## src/rtl/rv_mem_pkg.sv

```systemverilog
// Shared load/store path definitions: RV32I load funct3 codes, response
// error codes, load-unit FSM states and request-decode helpers.
package rv_mem_pkg;

    localparam logic [2:0] F3_LB  = 3'b000;
    localparam logic [2:0] F3_LH  = 3'b001;
    localparam logic [2:0] F3_LW  = 3'b010;
    localparam logic [2:0] F3_LBU = 3'b100;
    localparam logic [2:0] F3_LHU = 3'b101;

    localparam logic [1:0] ERR_OK    = 2'b00;
    localparam logic [1:0] ERR_MISAL = 2'b01;
    localparam logic [1:0] ERR_TMO   = 2'b10;
    localparam logic [1:0] ERR_ILL   = 2'b11;

    typedef enum logic [1:0] {LU_IDLE, LU_MEM, LU_RESP} lu_state_e;

    // Captured request context, all that extraction needs after accept
    typedef struct packed {
        logic [2:0] funct3;
        logic [1:0] off;
    } ld_ctx_t;

    function automatic logic f3_legal(input logic [2:0] f3);
        return f3 inside {F3_LB, F3_LH, F3_LW, F3_LBU, F3_LHU};
    endfunction

    function automatic logic misaligned(input logic [2:0] f3, input logic [1:0] off);
        return ((f3 == F3_LH || f3 == F3_LHU) && off[0]) || (f3 == F3_LW && off != 2'b00);
    endfunction

endpackage

```

## src/rtl/load_unit_if.sv

```systemverilog
// Load request, data-memory read and response handshakes of the load unit.
interface load_unit_if #(parameter int ADDR_W = 32);
    logic              ld_valid;
    logic              ld_ready;
    logic [2:0]        ld_funct3;
    logic [ADDR_W-1:0] ld_addr;
    logic [4:0]        ld_rd;
    logic              mem_req;
    logic [ADDR_W-1:0] mem_addr;
    logic              mem_ack;
    logic [31:0]       mem_rdata;
    logic              rsp_valid;
    logic              rsp_ready;
    logic [31:0]       rsp_data;
    logic [4:0]        rsp_rd;
    logic [1:0]        rsp_err;

    modport slave (
        input  ld_valid, ld_funct3, ld_addr, ld_rd, mem_ack, mem_rdata, rsp_ready,
        output ld_ready, mem_req, mem_addr, rsp_valid, rsp_data, rsp_rd, rsp_err
    );

    modport master (
        output ld_valid, ld_funct3, ld_addr, ld_rd, mem_ack, mem_rdata, rsp_ready,
        input  ld_ready, mem_req, mem_addr, rsp_valid, rsp_data, rsp_rd, rsp_err
    );
endinterface

```

## src/rtl/load_extract.sv

```systemverilog
// Combinational byte/half lane select with sign or zero extension
// (little-endian lanes) of a returned memory word.
module load_extract
    import rv_mem_pkg::*;
(
    input  logic [2:0]  funct3,
    input  logic [1:0]  off,
    input  logic [31:0] word,
    output logic [31:0] result
);
    logic [7:0]  lane_b;
    logic [15:0] lane_h;

    assign lane_b = 8'(word >> {off, 3'b000});
    assign lane_h = 16'(word >> {off[1], 4'b0000});

    always_comb begin
        case (funct3)
            F3_LB:   result = {{24{lane_b[7]}}, lane_b};
            F3_LBU:  result = {24'h0, lane_b};
            F3_LH:   result = {{16{lane_h[15]}}, lane_h};
            F3_LHU:  result = {16'h0, lane_h};
            default: result = word;
        endcase
    end
endmodule

```

## src/rtl/load_unit.sv

```systemverilog
// RV32I load unit: one outstanding word read to data memory, lane
// extraction, and a held response carrying rd tag and error code.
module load_unit
    import rv_mem_pkg::*;
#(
    parameter int ADDR_W  = 32,
    parameter int TIMEOUT = 255
) (
    input  logic        clk,
    input  logic        rst_n,
    load_unit_if.slave  bus
);
    localparam int CNT_W = $clog2(TIMEOUT + 1);

    lu_state_e         state, state_nx;
    logic [CNT_W-1:0]  cnt, cnt_nx;
    ld_ctx_t           ctx, ctx_nx;
    logic              req_q, req_nx;
    logic [ADDR_W-1:0] addr_q, addr_nx;
    logic              vld_q, vld_nx;
    logic [31:0]       data_q, data_nx;
    logic [4:0]        rd_q, rd_nx;
    logic [1:0]        err_q, err_nx;
    logic [31:0]       ext;

    load_extract u_extract (
        .funct3 (ctx.funct3),
        .off    (ctx.off),
        .word   (bus.mem_rdata),
        .result (ext)
    );

    always_ff @(posedge clk or negedge rst_n) begin
        if (!rst_n) begin
            state  <= LU_IDLE;
            cnt    <= '0;
            ctx    <= '0;
            req_q  <= 1'b0;
            addr_q <= '0;
            vld_q  <= 1'b0;
            data_q <= '0;
            rd_q   <= '0;
            err_q  <= ERR_OK;
        end else begin
            state  <= state_nx;
            cnt    <= cnt_nx;
            ctx    <= ctx_nx;
            req_q  <= req_nx;
            addr_q <= addr_nx;
            vld_q  <= vld_nx;
            data_q <= data_nx;
            rd_q   <= rd_nx;
            err_q  <= err_nx;
        end
    end

    always_comb begin
        state_nx = state;
        cnt_nx   = cnt;
        ctx_nx   = ctx;
        req_nx   = req_q;
        addr_nx  = addr_q;
        vld_nx   = vld_q;
        data_nx  = data_q;
        rd_nx    = rd_q;
        err_nx   = err_q;
        case (state)
            LU_IDLE: if (bus.ld_valid) begin
                ctx_nx  = '{funct3: bus.ld_funct3, off: bus.ld_addr[1:0]};
                rd_nx   = bus.ld_rd;
                data_nx = '0;
                cnt_nx  = '0;
                // Illegal funct3 is checked first so it masks misalignment
                if (!f3_legal(bus.ld_funct3)) begin
                    err_nx   = ERR_ILL;
                    vld_nx   = 1'b1;
                    state_nx = LU_RESP;
                end else if (misaligned(bus.ld_funct3, bus.ld_addr[1:0])) begin
                    err_nx   = ERR_MISAL;
                    vld_nx   = 1'b1;
                    state_nx = LU_RESP;
                end else begin
                    addr_nx  = {bus.ld_addr[ADDR_W-1:2], 2'b00};
                    req_nx   = 1'b1;
                    state_nx = LU_MEM;
                end
            end
            LU_MEM: begin
                // Ack has priority over a timeout expiring in the same cycle
                if (bus.mem_ack) begin
                    req_nx   = 1'b0;
                    data_nx  = ext;
                    err_nx   = ERR_OK;
                    vld_nx   = 1'b1;
                    state_nx = LU_RESP;
                end else if (cnt == CNT_W'(TIMEOUT)) begin
                    req_nx   = 1'b0;
                    data_nx  = '0;
                    err_nx   = ERR_TMO;
                    vld_nx   = 1'b1;
                    state_nx = LU_RESP;
                end else begin
                    cnt_nx = cnt + 1'b1;
                end
            end
            LU_RESP: if (bus.rsp_ready) begin
                vld_nx   = 1'b0;
                state_nx = LU_IDLE;
            end
            default: state_nx = LU_IDLE;
        endcase
    end

    assign bus.ld_ready  = (state == LU_IDLE);
    assign bus.mem_req   = req_q;
    assign bus.mem_addr  = addr_q;
    assign bus.rsp_valid = vld_q;
    assign bus.rsp_data  = data_q;
    assign bus.rsp_rd    = rd_q;
    assign bus.rsp_err   = err_q;
endmodule
```

## src/flat_wrapper.sv

```systemverilog
// flat-port wrapper written by rule: the top's interface ports become plain ports
module load_unit_flat import rv_mem_pkg::*;
#(
    parameter int ADDR_W  = 32,
    parameter int TIMEOUT = 255
)
  (clk, rst_n, bus_ld_valid, bus_ld_funct3, bus_ld_addr, bus_ld_rd, bus_mem_ack, bus_mem_rdata, bus_rsp_ready, bus_ld_ready, bus_mem_req, bus_mem_addr, bus_rsp_valid, bus_rsp_data, bus_rsp_rd, bus_rsp_err);
  load_unit_if #(.ADDR_W(ADDR_W)) bus_i ();
  input  logic clk;
  input  logic rst_n;
  input wire logic [$bits(bus_i.ld_valid)-1:0] bus_ld_valid;
  input wire logic [$bits(bus_i.ld_funct3)-1:0] bus_ld_funct3;
  input wire logic [$bits(bus_i.ld_addr)-1:0] bus_ld_addr;
  input wire logic [$bits(bus_i.ld_rd)-1:0] bus_ld_rd;
  input wire logic [$bits(bus_i.mem_ack)-1:0] bus_mem_ack;
  input wire logic [$bits(bus_i.mem_rdata)-1:0] bus_mem_rdata;
  input wire logic [$bits(bus_i.rsp_ready)-1:0] bus_rsp_ready;
  output wire logic [$bits(bus_i.ld_ready)-1:0] bus_ld_ready;
  output wire logic [$bits(bus_i.mem_req)-1:0] bus_mem_req;
  output wire logic [$bits(bus_i.mem_addr)-1:0] bus_mem_addr;
  output wire logic [$bits(bus_i.rsp_valid)-1:0] bus_rsp_valid;
  output wire logic [$bits(bus_i.rsp_data)-1:0] bus_rsp_data;
  output wire logic [$bits(bus_i.rsp_rd)-1:0] bus_rsp_rd;
  output wire logic [$bits(bus_i.rsp_err)-1:0] bus_rsp_err;
  assign bus_i.ld_valid = bus_ld_valid;
  assign bus_i.ld_funct3 = bus_ld_funct3;
  assign bus_i.ld_addr = bus_ld_addr;
  assign bus_i.ld_rd = bus_ld_rd;
  assign bus_i.mem_ack = bus_mem_ack;
  assign bus_i.mem_rdata = bus_mem_rdata;
  assign bus_i.rsp_ready = bus_rsp_ready;
  assign bus_ld_ready = bus_i.ld_ready;
  assign bus_mem_req = bus_i.mem_req;
  assign bus_mem_addr = bus_i.mem_addr;
  assign bus_rsp_valid = bus_i.rsp_valid;
  assign bus_rsp_data = bus_i.rsp_data;
  assign bus_rsp_rd = bus_i.rsp_rd;
  assign bus_rsp_err = bus_i.rsp_err;
  load_unit #(.ADDR_W(ADDR_W), .TIMEOUT(TIMEOUT)) u_core (.clk(clk), .rst_n(rst_n), .bus(bus_i));
endmodule
```

## config.mk

```make
export PLATFORM = sky130hd
export DESIGN_NAME = load_unit_flat
export DESIGN_NICKNAME = d
export VERILOG_FILES = /design/src/rtl/rv_mem_pkg.sv /design/src/rtl/load_unit_if.sv /design/src/rtl/load_extract.sv /design/src/rtl/load_unit.sv /design/src/flat_wrapper.sv
export SDC_FILE = /design/constraint.sdc
export NUM_CORES = 1
export LEC_CHECK = 0
export ABC_CLOCK_PERIOD_IN_PS = 4400
export CAP_MARGIN = 10
export CORE_MARGIN = 3
export CORE_UTILIZATION = 48
export CTS_CLUSTER_SIZE = 30
export DETAILED_ROUTE_END_ITERATION = 12
export GPL_ROUTABILITY_DRIVEN = 0
export HOLD_SLACK_MARGIN = 0.03
export PLACE_DENSITY = 0.86
export SLEW_MARGIN = 20
export SYNTH_ARGS = -nofsm -noshare
export SYNTH_HDL_FRONTEND = slang
export SYNTH_HIERARCHICAL = 1
export SYNTH_SLANG_ARGS = --single-unit
export TNS_END_PERCENT = 10
```

## constraint.sdc

```tcl
create_clock -name clk -period 4.4 [get_ports clk]
set_input_delay 0.88 -clock clk [delete_from_list [all_inputs] [get_ports clk]]
set_output_delay 0.88 -clock clk [all_outputs]
set_load 0.02 [all_outputs]
```

==> results, run 1 <==
- Setup repair after global routing left no endpoint under its margin.
- The count of flip-flops with a built-in enable after synthesis is 0.
- The wire length per cell after detailed routing is 17.9 um.
- The maximum clock frequency is 384 MHz.
- The flow ran to the end, and the final reports show no timing, DRC or antenna violations.
- The count of endpoints failing hold in the final timing report came to 0.
- Across the run, the number of max-cap violations was 0.
- The number of global-route vias before repair is 3415.
- The antenna violation net count after detailed routing is 0.
- The floorplan die area is 9410 sq um.
- In the routed layout, each cell is associated on average with a via count of 5.57.
- The path class of the tightest hold or removal check is reg -> reg.
- The core outline area is 7890 sq um.
- The net count of the finished layout is 565.
- The clock-pin slew on the worst setup and hold paths is 0.08 ns.
- Once placement finished, the instance area stood at 5500 sq um.
- The post-synthesis cell type with the largest combined area is dfrtp_1.
- The data arrival time of the critical path is 2.84 ns.
- Setup violations remaining at the end of the flow were counted as 0.
- In this run the vertical extent of the chip is 97.0 um.
- The maximum number of pins on one net before global-route repair is 87.
- The number of top-level design ports is 151.
- The post-route clock skew is 0.00914 ns.
- The element type at the critical path end is a flip-flop.
- The post-CTS setup buffer count is 0.
- TritonCTS built the clock tree.
- Subtracting the final worst setup slack from the clock period gives 2.60 ns.
- Hold repair after CTS inserted 0 buffers.
- The signal on the critical path passes through clkdlybuf4s50_1 > mux4_2 > nor3b_4 > o21bai_4 > nand2_1 > a22o_1.
- The count of TritonRoute iterations in the first routing pass is 4.
- Summed over all layers, the global routing overflow is 0.
- The setup slack on the worst flop-to-flop path is 2.19 ns.
- The power after layout is 0.00375 W.
- Counting flops with an async set or reset pin after synthesis yields a share of 100%.
- The routed layout has 3309 vias.
- The launch instance of the worst register-to-register path is u_core/ctx[1]$_DFFE_PN0P_.
- For the final routed database, the setup TNS stands at 0 ns.
- In this run the biggest area consumer among cell types represents 54.1% of the synthesized area.
- Clock tree synthesis selected as its root buffer the cell clkbuf_8.
- The total inserted antenna cells is 0.
- Summed over all cells, the static leakage comes to 2.47 nW.
- The post-layout instance area is 5720 sq um.
- In this run, post-CTS repair resized a total of 0 instances.
- The dominant register cell in the synthesized netlist is dfrtp_1.
- Sorting the synthesized cells by how often they occur yields 86 x dfrtp_1, 51 x nand2_1, 46 x mux2_2.
- Counting along the longest clock path gives a buffer depth of 2.
- Summing the sequential cell areas from Yosys gives 54.1% of the chip area.
- In this run the cell area of the synthesized design comes to 3980 sq um.
- In this run the tool buffered the top-level ports with 148 buffer cells.
- The total wire length is 10600 um.
- The initialized floorplan defines 32 standard-cell rows.
- The startpoint of the lowest-slack hold path is u_core/bus.rsp_data[30]$_DFFE_PN0P_.
- The transition time at the pin with the least slew margin is 0.773 ns.
- Averaged over all synthesized cells, the footprint is 11.5 sq um.
- The deepest level of the CTS H-tree is 3.
- Counting the buffers created by CTS gives 9.
- The total global routing track utilization is 23.2%.
- The die outline width is 97.0 um.
- The number of slew-limit violations in the final report is 0.
- The most frequently used cell type in the post-synthesis netlist is dfrtp_1.
- The worst-path maximum fanout is 16.
- At the worst endpoint, the required time is 4.64 ns.
- The wire length of the first global-routing pass is 17500 um.
- The post-synthesis sequential element count is 86.
- The largest voltage drop on the vdd net is 0.485 mV.
- The delay of the slowest critical-path stage is 0.57 ns.
- In the post-synthesis netlist, the biggest area contributors are dfrtp_1 54%, mux2_2 13%, a22o_1 7.0%.
- The layout-stage area growth over the synthesis result is 43.7%.
- The sort of element at the start of the critical path is a primary input.
- In the synthesized netlist, the number of instances is 345.
- The initial core utilization is 50.4%.
- The post-synthesis cell type count is 41.
- Detailed placement ended at an HPWL of 7770 um.
- The post-detailed-route DRC marker count is 0.
- The number of stages on the worst hold path is 1.
- The ratio of total power to cell area is 656 nW/um^2.
- The largest individual stage delay along the critical path comes from the cell mux4_2.
- After the first detailed-routing iteration, the DRC count stood at 172.
- The clock network latency to the later pin of the worst-skew pair is 0.35 ns.
- The final critical path takes up 59.2% of the cycle.
- Counting every sink on the clock net gives 86.
- The critical path is of the in -> reg type.
- The total of warnings raised by yosys is 6.
- The number of antenna violations at the first check in global routing is 0.
- The fraction of final layout cells sized beyond drive strength 1 is 15.9%.
- The headroom to the max-slew limit is 48.5%.
- The most critical setup path has its startpoint at bus_mem_rdata[23].
- The cell depth of the worst flop-to-flop path is 5.
worst paths after layout:
path / to
worst max-delay path: u_core/bus.rsp_data[21]$_DFFE_PN0P_
worst min register to register: u_core/bus.rsp_data[30]$_DFFE_PN0P_
worst min-delay path: u_core/bus.rsp_data[30]$_DFFE_PN0P_
min in group asynchronous: u_core/bus.rsp_data[12]$_DFFE_PN0P_
max in group asynchronous: u_core/ctx[0]$_DFFE_PN0P_
worst max register to register: u_core/bus.rsp_data[21]$_DFFE_PN0P_
stage by stage:
step / setup WS, ns / hold slack (ns) / instances / util, %
floorplan: 2.13 / 0.473 / 346 / -
global placement: 1.48 / 0.486 / 578 / 69.7
detailed placement: 1.44 / 0.486 / 578 / 69.7
CTS: 1.81 / 0.505 / 594 / 72.4
global route: 1.68 / 0.515 / 594 / 72.5
finish: 1.80 / 0.501 / 594 / 72.5
area by class of cell:
cell class,instances,area (sq um)
Fill cell,568,2170
Sequential cell,86,2150
Multi-Input combinational cell,234,1700
Timing Repair Buffer,152,1510
Clock buffer,11,151
Tap cell,102,128
Clock inverter,5,57.6
Inverter,4,15.0
cell usage in the layout (no fill, tap or decap), types with 2 or more instances in the layout:
cell type	Yosys	layout
o21ai_0	17	17
nor2_1	10	9
clkinv_2	0	2
a22oi_1	8	8
inv_1	4	4
nor3b_4	2	2
nand2_2	2	3
nand2b_1	3	3
or4_1	3	3
mux2_2	46	46
dfrtp_1	86	86
clkbuf_8	0	11
or2_2	2	2
clkdlybuf4s50_1	0	147
a22o_1	32	32
nor2b_1	4	4
or3_1	3	3
buf_4	2	4
o211ai_1	4	4
a21oi_1	15	15
clkinv_4	0	2
mux2i_1	5	5
o31ai_1	3	3
a31oi_1	2	2
conb_1	1	2
nand3_1	5	5
nand2_1	51	50
critical path, delay by kind of cell:
kind | cells | cell delay (ns)
AO/OA/AOI/OAI | 2 | 0.60
AND/OR/NAND/NOR | 2 | 0.29
multiplexers | 1 | 0.57
buffers and inverters | 1 | 0.49
per-layer routing:
layer  GRT usage (%)  vias to the layer above  part of all wire (%)
met2            35.8                      166                    46
met1            29.7                     1593                    40
met3            9.16                       18                    11
li1                -                     1532                     -
met5               0                        -                     0
met4            8.21                        0                   2.0
cell families after synthesis:
group           count (synthesis)  share of synthesized area (%)
simple gates                   91                           11.1
compound gates                 88                           16.2
flops                          86                           54.1
mux                            52                           14.8
buf+inv                        26                           3.40
fa+ha+maj                       1                          0.315
other cells                     1                         0.0943
sequential cells by signal, summed over array words and instances (netlist names):
name / flops
u_core/bus.rsp_rd: 5
u_core/bus.rsp_data: 32
u_core/bus.mem_req: 1
u_core/bus.mem_addr: 30
u_core/ctx: 5
u_core/state: 2
u_core/cnt: 8
u_core/bus.rsp_valid: 1
u_core/bus.rsp_err: 2
report_power, final:
part	switching [W]	leakage, nW	internal, W
clock	0.000276	0.109	0.000293
combinational	0.000929	1.27	0.000925
sequential	0.000240	1.09	0.00108
Note: power is estimated with default switching activity, not from simulation.
==> inputs of run 2 (changes only) <==
--- a/config.mk
+++ b/config.mk
@@ -5,15 +5,15 @@
 export SDC_FILE = /design/constraint.sdc
 export NUM_CORES = 1
 export LEC_CHECK = 0
-export ABC_CLOCK_PERIOD_IN_PS = 4400
+export ABC_CLOCK_PERIOD_IN_PS = 2470
 export CAP_MARGIN = 10
 export CORE_MARGIN = 3
-export CORE_UTILIZATION = 48
+export CORE_UTILIZATION = 44
 export CTS_CLUSTER_SIZE = 30
 export DETAILED_ROUTE_END_ITERATION = 12
 export GPL_ROUTABILITY_DRIVEN = 0
 export HOLD_SLACK_MARGIN = 0.03
-export PLACE_DENSITY = 0.86
+export PLACE_DENSITY = 0.8
 export SLEW_MARGIN = 20
 export SYNTH_ARGS = -nofsm -noshare
 export SYNTH_HDL_FRONTEND = slang
==> constraint.sdc (replaced) <==
create_clock -name clk -period 2.47 [get_ports clk]
set_input_delay 0.494 -clock clk [delete_from_list [all_inputs] [get_ports clk]]
set_output_delay 0.494 -clock clk [all_outputs]
set_load 0.02 [all_outputs]
==> run 2 against run 1 <==
Clock skew is 0.0065 ns higher; global-route usage is 1.2 points lower; hold slack worse by 0.46 ns; largest cell class unchanged; highest routed layer unchanged; largest power group unchanged; die area is 8.5% higher.
==> results, run 2 (synthesis gave the netlist of run 1 again) <==
- The die is 101 um wide.
- For this design the static power due to leakage is 2.54 nW.
- The number of buffers between clock root and the deepest sink is 2.
- The pre-antenna-repair detailed-routing pass consisted of 5 iterations.
- The startpoint of the most critical setup path is u_core/state[0]$_DFFE_PN0P_.
- The number of global-route vias before repair was 3477.
- Setup repair after global routing left no endpoint under its margin.
- The most common cell after layout, fill and taps aside is clkdlybuf4s50_1.
- The first global-routing pass estimated 17500 um of wire.
- The maximum clock frequency is 468 MHz.
- Overall power consumption after layout is estimated at 0.00695 W.
- The setup check on the worst reg-to-reg path leaves a slack of 0.52 ns.
- The category of the critical setup timing path is reg -> out.
- The layout-stage area growth over the synthesis result is 47.2%.
- The post-detailed-route DRC marker count is 0.
- In the final design database the tool counted 576 nets.
- At the pin with the least slew margin, the transition time is 0.771 ns.
- Setup violations remaining at the end of the flow were counted as 0.
- The number of I/O port buffers is 148.
- The layout has 680 filler cells.
- The number of antenna violations at the first check in global routing is 0.
- After floorplanning, the core was divided into 34 placement rows.
- The fraction of final layout cells sized beyond drive strength 1 is 17.5%.
- The worst hold path class is in -> async.
- The worst reg2reg path endpoint is u_core/cnt[7]$_DFFE_PN0P_.
- The total area of sequential cells is 2150 sq um.
- Detailed placement ended at an HPWL of 8400 um.
- The tool flagged a number of max-cap violations equal to 0.
- The worst setup path is captured at an output pin.
- STA classifies the critical path startpoint as a flip-flop.
- The floorplan step defined a core boundary enclosing 8760 sq um.
- Global routing finished with a remaining overflow of 0.
- The count of endpoints failing hold in the final timing report came to 0.
- The maximum number of pins on one net before global-route repair is 62.
- The antenna violation net count after detailed routing is 0.
- The number of CTS-inserted buffers is 9.
- Clock-pin slew was measured on the worst setup and hold paths at 0.10 ns.
- For this configuration, the core starts out at a cell density of 45.4%.
- The number of top-level design ports is 151.
- The deepest level of the CTS H-tree is 3.
- The ratio of total power to cell area is 1190 nW/um^2.
- Hold repair after CTS inserted 0 buffers.
- The die covers 10200 sq um.
- The flow ran to the end, and the final reports show no timing, DRC or antenna violations.
- Leaving out fill and tap cells, the most frequent cells in the layout are 147 x clkdlybuf4s50_1, 86 x dfrtp_1, 51 x nand2_1.
- Data arrives at the worst endpoint at 1.64 ns.
- 0 antenna diodes ended up in the layout.
- The wire length per cell after detailed routing is 18.4 um.
- In this run the worst path has a maximum fanout of 11.
- The number of cells on the worst reg-to-reg path is 4.
- The shortest clock period the worst path allows after layout is 2.14 ns.
- Across the VDD grid, the largest voltage drop is 0.679 mV.
- Between clock sinks in the finished design, the worst skew comes to 0.0156 ns.
- Global routing used 22.0% of the available tracks.
- The register with the most flip-flops in the layout has 32 of them.
- The clock network latency to the later pin of the worst-skew pair is 0.35 ns.
- The number of slew-limit violations in the final report is 0.
- The part of the cycle the worst path needs is 86.5%.
- The critical path required time is 1.98 ns.
- The number of instances resized during post-cts repair is 0.
- The capturing element of the worst setup path is bus_ld_ready.
- The vertical die dimension is 101 um.
- The TritonCTS sink count is 86.
- The routed design has 11300 um of wire.
- The routed layout has 3428 vias.
- The multi-input combinational cell area is 1700 sq um.
- Measured against its own limit, the worst slew margin works out to 48.6%.
- The clock tree from TritonCTS is yes.
- In this run the critical register-to-register path is launched from u_core/state[0]$_DFFE_PN0P_.
- In this run, the number of DRC markers left after iteration 0 of detailed routing was 220.
- The tree is rooted in a clkbuf_8.
- The total negative setup slack is 0 ns.
- The post-CTS setup buffer count is 0.
- In the routed layout, each cell is associated on average with a via count of 5.61.
## run 2: cell count changes in the layout (fill, tap and decap cells not counted), sizes merged
cell and change:
buf +11, clkinv -4, clkbuf -2, bufinv +1, clkinvlp +2, inv +3
## run 2: worst min path at each step
stage | to | from | slack [ns]
after global routing | u_core/bus.rsp_data[24]$_DFFE_PN0P_ | rst_n | 0.05
after CTS | u_core/bus.rsp_data[17]$_DFFE_PN0P_ | rst_n | 0.04
after floorplan | u_core/bus.mem_addr[10]$_DFFE_PN0P_ | rst_n | 0.20
after global placement | u_core/bus.rsp_data[23]$_DFFE_PN0P_ | rst_n | 0.42
after detailed placement | u_core/bus.rsp_data[17]$_DFFE_PN0P_ | rst_n | 0.43
final | u_core/bus.rsp_data[26]$_DFFE_PN0P_ | rst_n | 0.04
## run 2: final cells by class
cell class                      instances  area share, %
Timing Repair Buffer                  163           27.8
Inverter                                4          0.256
Multi-Input combinational cell        234           29.0
Clock inverter                          7           1.77
Sequential cell                        86           36.8
Clock buffer                            9           2.12
Tap cell                              108           2.31
## run 2: routing by layer
metal  up-vias  GRT usage (%)  part of all wire [%]
li1       1557              -                     -
met1      1671           27.1                    39
met2       190           35.1                    47
met3        10           9.13                    13
met4         0           6.95                   1.1
met5         -              0                     0
## run 2: critical path: stages, from the launching register on
cell	delay (ns)
dfrtp_1	0.52
nor2_1	0.15
clkdlybuf4s50_1	0.63
## run 2: where the power goes
| part | switching (W) | leakage (nW) | internal, W | total [W] |
|---|---|---|---|---|
| logic | 0.00178 | 1.34 | 0.00176 | 0.00353 |
| clock network | 0.000536 | 0.108 | 0.000584 | 0.00112 |
| registers | 0.000367 | 1.09 | 0.00193 | 0.00230 |
## run 2: through the flow
| stage | hold WS, ns | cell area, sq um | cells | utilization, % | setup slack [ns] |
|---|---|---|---|---|---|
| 3_5_place_dp | 0.431 | 5630 | 595 | 64.2 | 0.0945 |
| 6_report | 0.0423 | 5860 | 611 | 66.8 | 0.333 |
| 4_1_cts | 0.0385 | 5860 | 611 | 66.8 | 0.303 |
| 3_3_place_gp | 0.421 | 5630 | 595 | 64.2 | 0.179 |
| 5_1_grt | 0.0521 | 5860 | 611 | 66.8 | 0.225 |
| 2_1_floorplan | 0.198 | 3980 | 346 | - | 0.582 |
==> inputs of run 3 (changes only) <==
--- a/config.mk
+++ b/config.mk
@@ -5,7 +5,7 @@
 export SDC_FILE = /design/constraint.sdc
 export NUM_CORES = 1
 export LEC_CHECK = 0
-export ABC_CLOCK_PERIOD_IN_PS = 2470
+export ABC_CLOCK_PERIOD_IN_PS = 2250
 export CAP_MARGIN = 10
 export CORE_MARGIN = 3
 export CORE_UTILIZATION = 44
==> constraint.sdc (replaced) <==
create_clock -name clk -period 2.25 [get_ports clk]
set_input_delay 0.45 -clock clk [delete_from_list [all_inputs] [get_ports clk]]
set_output_delay 0.45 -clock clk [all_outputs]
set_load 0.02 [all_outputs]
==> run 3 against run 2 <==
Cell area is 1.1% higher; register-to-register slack got worse by 0.17 ns; die area unchanged; core utilization rose by 0.74 points; setup slack got worse by 0.19 ns; sequential share of layout area down 0.40 points; critical endpoint unchanged; largest power group unchanged; non-clock buffer count increased by 6; power up 11%.
==> results, run 3 (synthesis gave the netlist of run 1 again) <==
- The number of rows created at floorplan is 34.
- The initial utilization of the core area, before any placement, comes to 45.4%.
- In this run, CTS created clock tree buffers numbering 9.
- The antenna violation net count after detailed routing is 0.
- Clock-pin slew was measured on the worst setup and hold paths at 0.08 ns.
- The floorplan die area is 10200 sq um.
- The maximum number of pins on one net before global-route repair is 44.
- The largest voltage drop on the vdd net is 0.776 mV.
- The switching share of power is 37.4%.
- The post-CTS setup buffer count is 0.
- Setup repair after global routing left no endpoint under its margin.
- The shortest clock period the worst path allows after layout is 2.11 ns.
- The detailed router placed 3479 vias in this run.
- The number of global-route vias before repair is 3532.
- STA classifies the critical path endpoint as an output pin.
- The multi-input combinational cell area is 1700 sq um.
- Once the clock tree was built, the resizer swapped 0 gates to a different size.
- Leaving out fill and tap cells, the most frequent cell in the layout is clkdlybuf4s50_1.
- The clock network latency to the later pin of the worst-skew pair is 0.35 ns.
- Across every metal layer, demand over resource in global routing totals 22.3%.
- Cells with a size suffix above 1 make up 18.3% of the layout.
- The repair_antennas step left the layout with diodes totalling 0.
- Summed over all layers, the global routing overflow is 0.
- The maximum clock frequency is 475 MHz.
- The tree is rooted in a clkbuf_8.
- The switching power summed over all nets is 0.00289 W.
- STA classifies the critical path startpoint as a flip-flop.
- The count of TritonRoute iterations in the first routing pass is 4.
- Max-cap violations in this run came to 0.
- Summed over all nets, the half-perimeter wirelength after detailed placement is 8250 um.
- The number of slew-limit violations in the final report came to 0.
- The worst setup path is of the reg -> out kind.
- The floorplan step defined a core boundary enclosing 8760 sq um.
- From left edge to right edge, the die measures 101 um.
- The number of buffers inserted by hold repair at cts is 0.
- Along the worst path, the maximum fanout reaches 11.
- The total negative setup slack is 0 ns.
- The total wire length is 11100 um.
- Counting the fill cells in the layout gives 686.
- The headroom to the max-slew limit is 58.0%.
- In this run, the number of DRC markers left after iteration 0 of detailed routing was 164.
- For the pin with the worst max-slew slack, the measured transition is 0.629 ns.
- The number of flip-flops under the largest register name is 32.
- The run finished with clean final reports.
- The internal power of the cells is 0.00484 W.
- The number of top-level design ports is 151.
- In this run the worst hold path is classified as in -> async.
- For this design, the sink count on the clock tree is 86.
- The first global-routing pass estimated 17800 um of wire.
- STA puts the critical path data arrival time at 1.66 ns.
- STA puts the critical path data required time at 1.80 ns.
- The vertical die dimension is 101 um.
- In the layout the commonest cells are 147 x clkdlybuf4s50_1, 86 x dfrtp_1, 51 x nand2_1.
- The proportion of power drawn by flip-flops and latches is 32.2%.
- In this run the static leakage power is 2.58 nW.
- After layout, the worst path uses 93.6% of the clock period.
- The post-route clock skew is 0.00938 ns.
- The wire length per cell after detailed routing is 18.0 um.
- The share of total power in combinational logic is 50.8%.
- The count of buffers added on input and output ports is 148.
- In the routed design, unresolved DRC markers number 0.
- The count of endpoints failing hold in the final timing report is 0.
- The net count of the finished layout is 582.
- Across all hold checks on the routed design, the worst slack comes to 0.0883 ns.
- The clock tree from TritonCTS is yes.
- Setup violations remaining at the end of the flow were counted as 0.
- From synthesis to final layout, the design area changed by 48.9%.
- The number of antenna violations at the first check in global routing is 0.
- The clock network burns 17.0% of the power.
- In this run the power density over the cells is 1310 nW/um^2.
- Across the whole layout, storage elements account for 2150 sq um.
- In the routed layout, each cell is associated on average with a via count of 5.64.
- The H-tree generated during clock tree synthesis spans 3 levels.
- In this run the deepest clock path goes through 2 buffers.
[run 3: cell count changes in the layout (fill, tap and decap cells not counted), sizes merged]
cell	previous run	this run
bufinv	2	3
buf	16	22
clkbuf	9	11
clkinvlp	2	1
clkinv	0	1
inv	7	4
[run 3: through the flow]
stage / total power, W / worst slack [ns] / cell area [sq um] / cells / util (%)
after floorplan: 0.00464 / 0.406 / 3980 / 346 / -
after global placement: 0.00634 / 0.0156 / 5670 / 601 / 64.7
after detailed placement: 0.00642 / -0.0520 / 5670 / 601 / 64.7
after CTS: 0.00778 / 0.137 / 5920 / 617 / 67.6
after global routing: 0.00822 / 0.0901 / 5920 / 617 / 67.6
final: 0.00773 / 0.144 / 5920 / 617 / 67.6
[run 3: per-layer routing]
metal,GRT usage [%],wire length (um),up-vias
li1,-,-,1573
met1,28.7,4430,1682
met2,33.6,4960,203
met3,10.2,1450,21
met4,7.26,261,0
met5,0,0,-
[run 3: final cells by class]
cell class / count / area share, %
Inverter: 4 / 0.254
Multi-Input combinational cell: 234 / 28.7
Timing Repair Buffer: 169 / 28.3
Clock inverter: 5 / 1.80
Tap cell: 108 / 2.28
Sequential cell: 86 / 36.3
Clock buffer: 11 / 2.39
[run 3: path summary, 6_finish.rpt]
path	to	startpoint	cells after the start	slack [ns]
min in group clk	u_core/bus.rsp_data[21]$_DFFE_PN0P_	u_core/bus.rsp_data[21]$_DFFE_PN0P_	1	0.50
max	bus_ld_ready	u_core/state[0]$_DFFE_PN0P_	2	0.14
min reg2reg	u_core/bus.rsp_data[21]$_DFFE_PN0P_	u_core/bus.rsp_data[21]$_DFFE_PN0P_	1	0.50
max reg2reg	u_core/cnt[7]$_DFFE_PN0P_	u_core/state[0]$_DFFE_PN0P_	5	0.35
min	u_core/bus.rsp_data[23]$_DFFE_PN0P_	rst_n	1	0.09
max in group asynchronous	u_core/cnt[5]$_DFFE_PN0P_	rst_n	2	1.56
[run 3: critical path: stages, from the launching register on]
cell             delay (ns)
dfrtp_1                0.52
nor2_1                 0.15
clkdlybuf4s50_1        0.63
[run 3: power by group through the flow]
stage | clock network (W) | logic [W] | registers, W
CTS | 0.00135 | 0.00394 | 0.00249
global route | 0.00143 | 0.00422 | 0.00256
floorplan | 0 | 0.00155 | 0.00309
detailed placement | 0 | 0.00391 | 0.00251
global placement | 0 | 0.00385 | 0.00249
finish | 0.00131 | 0.00393 | 0.00249
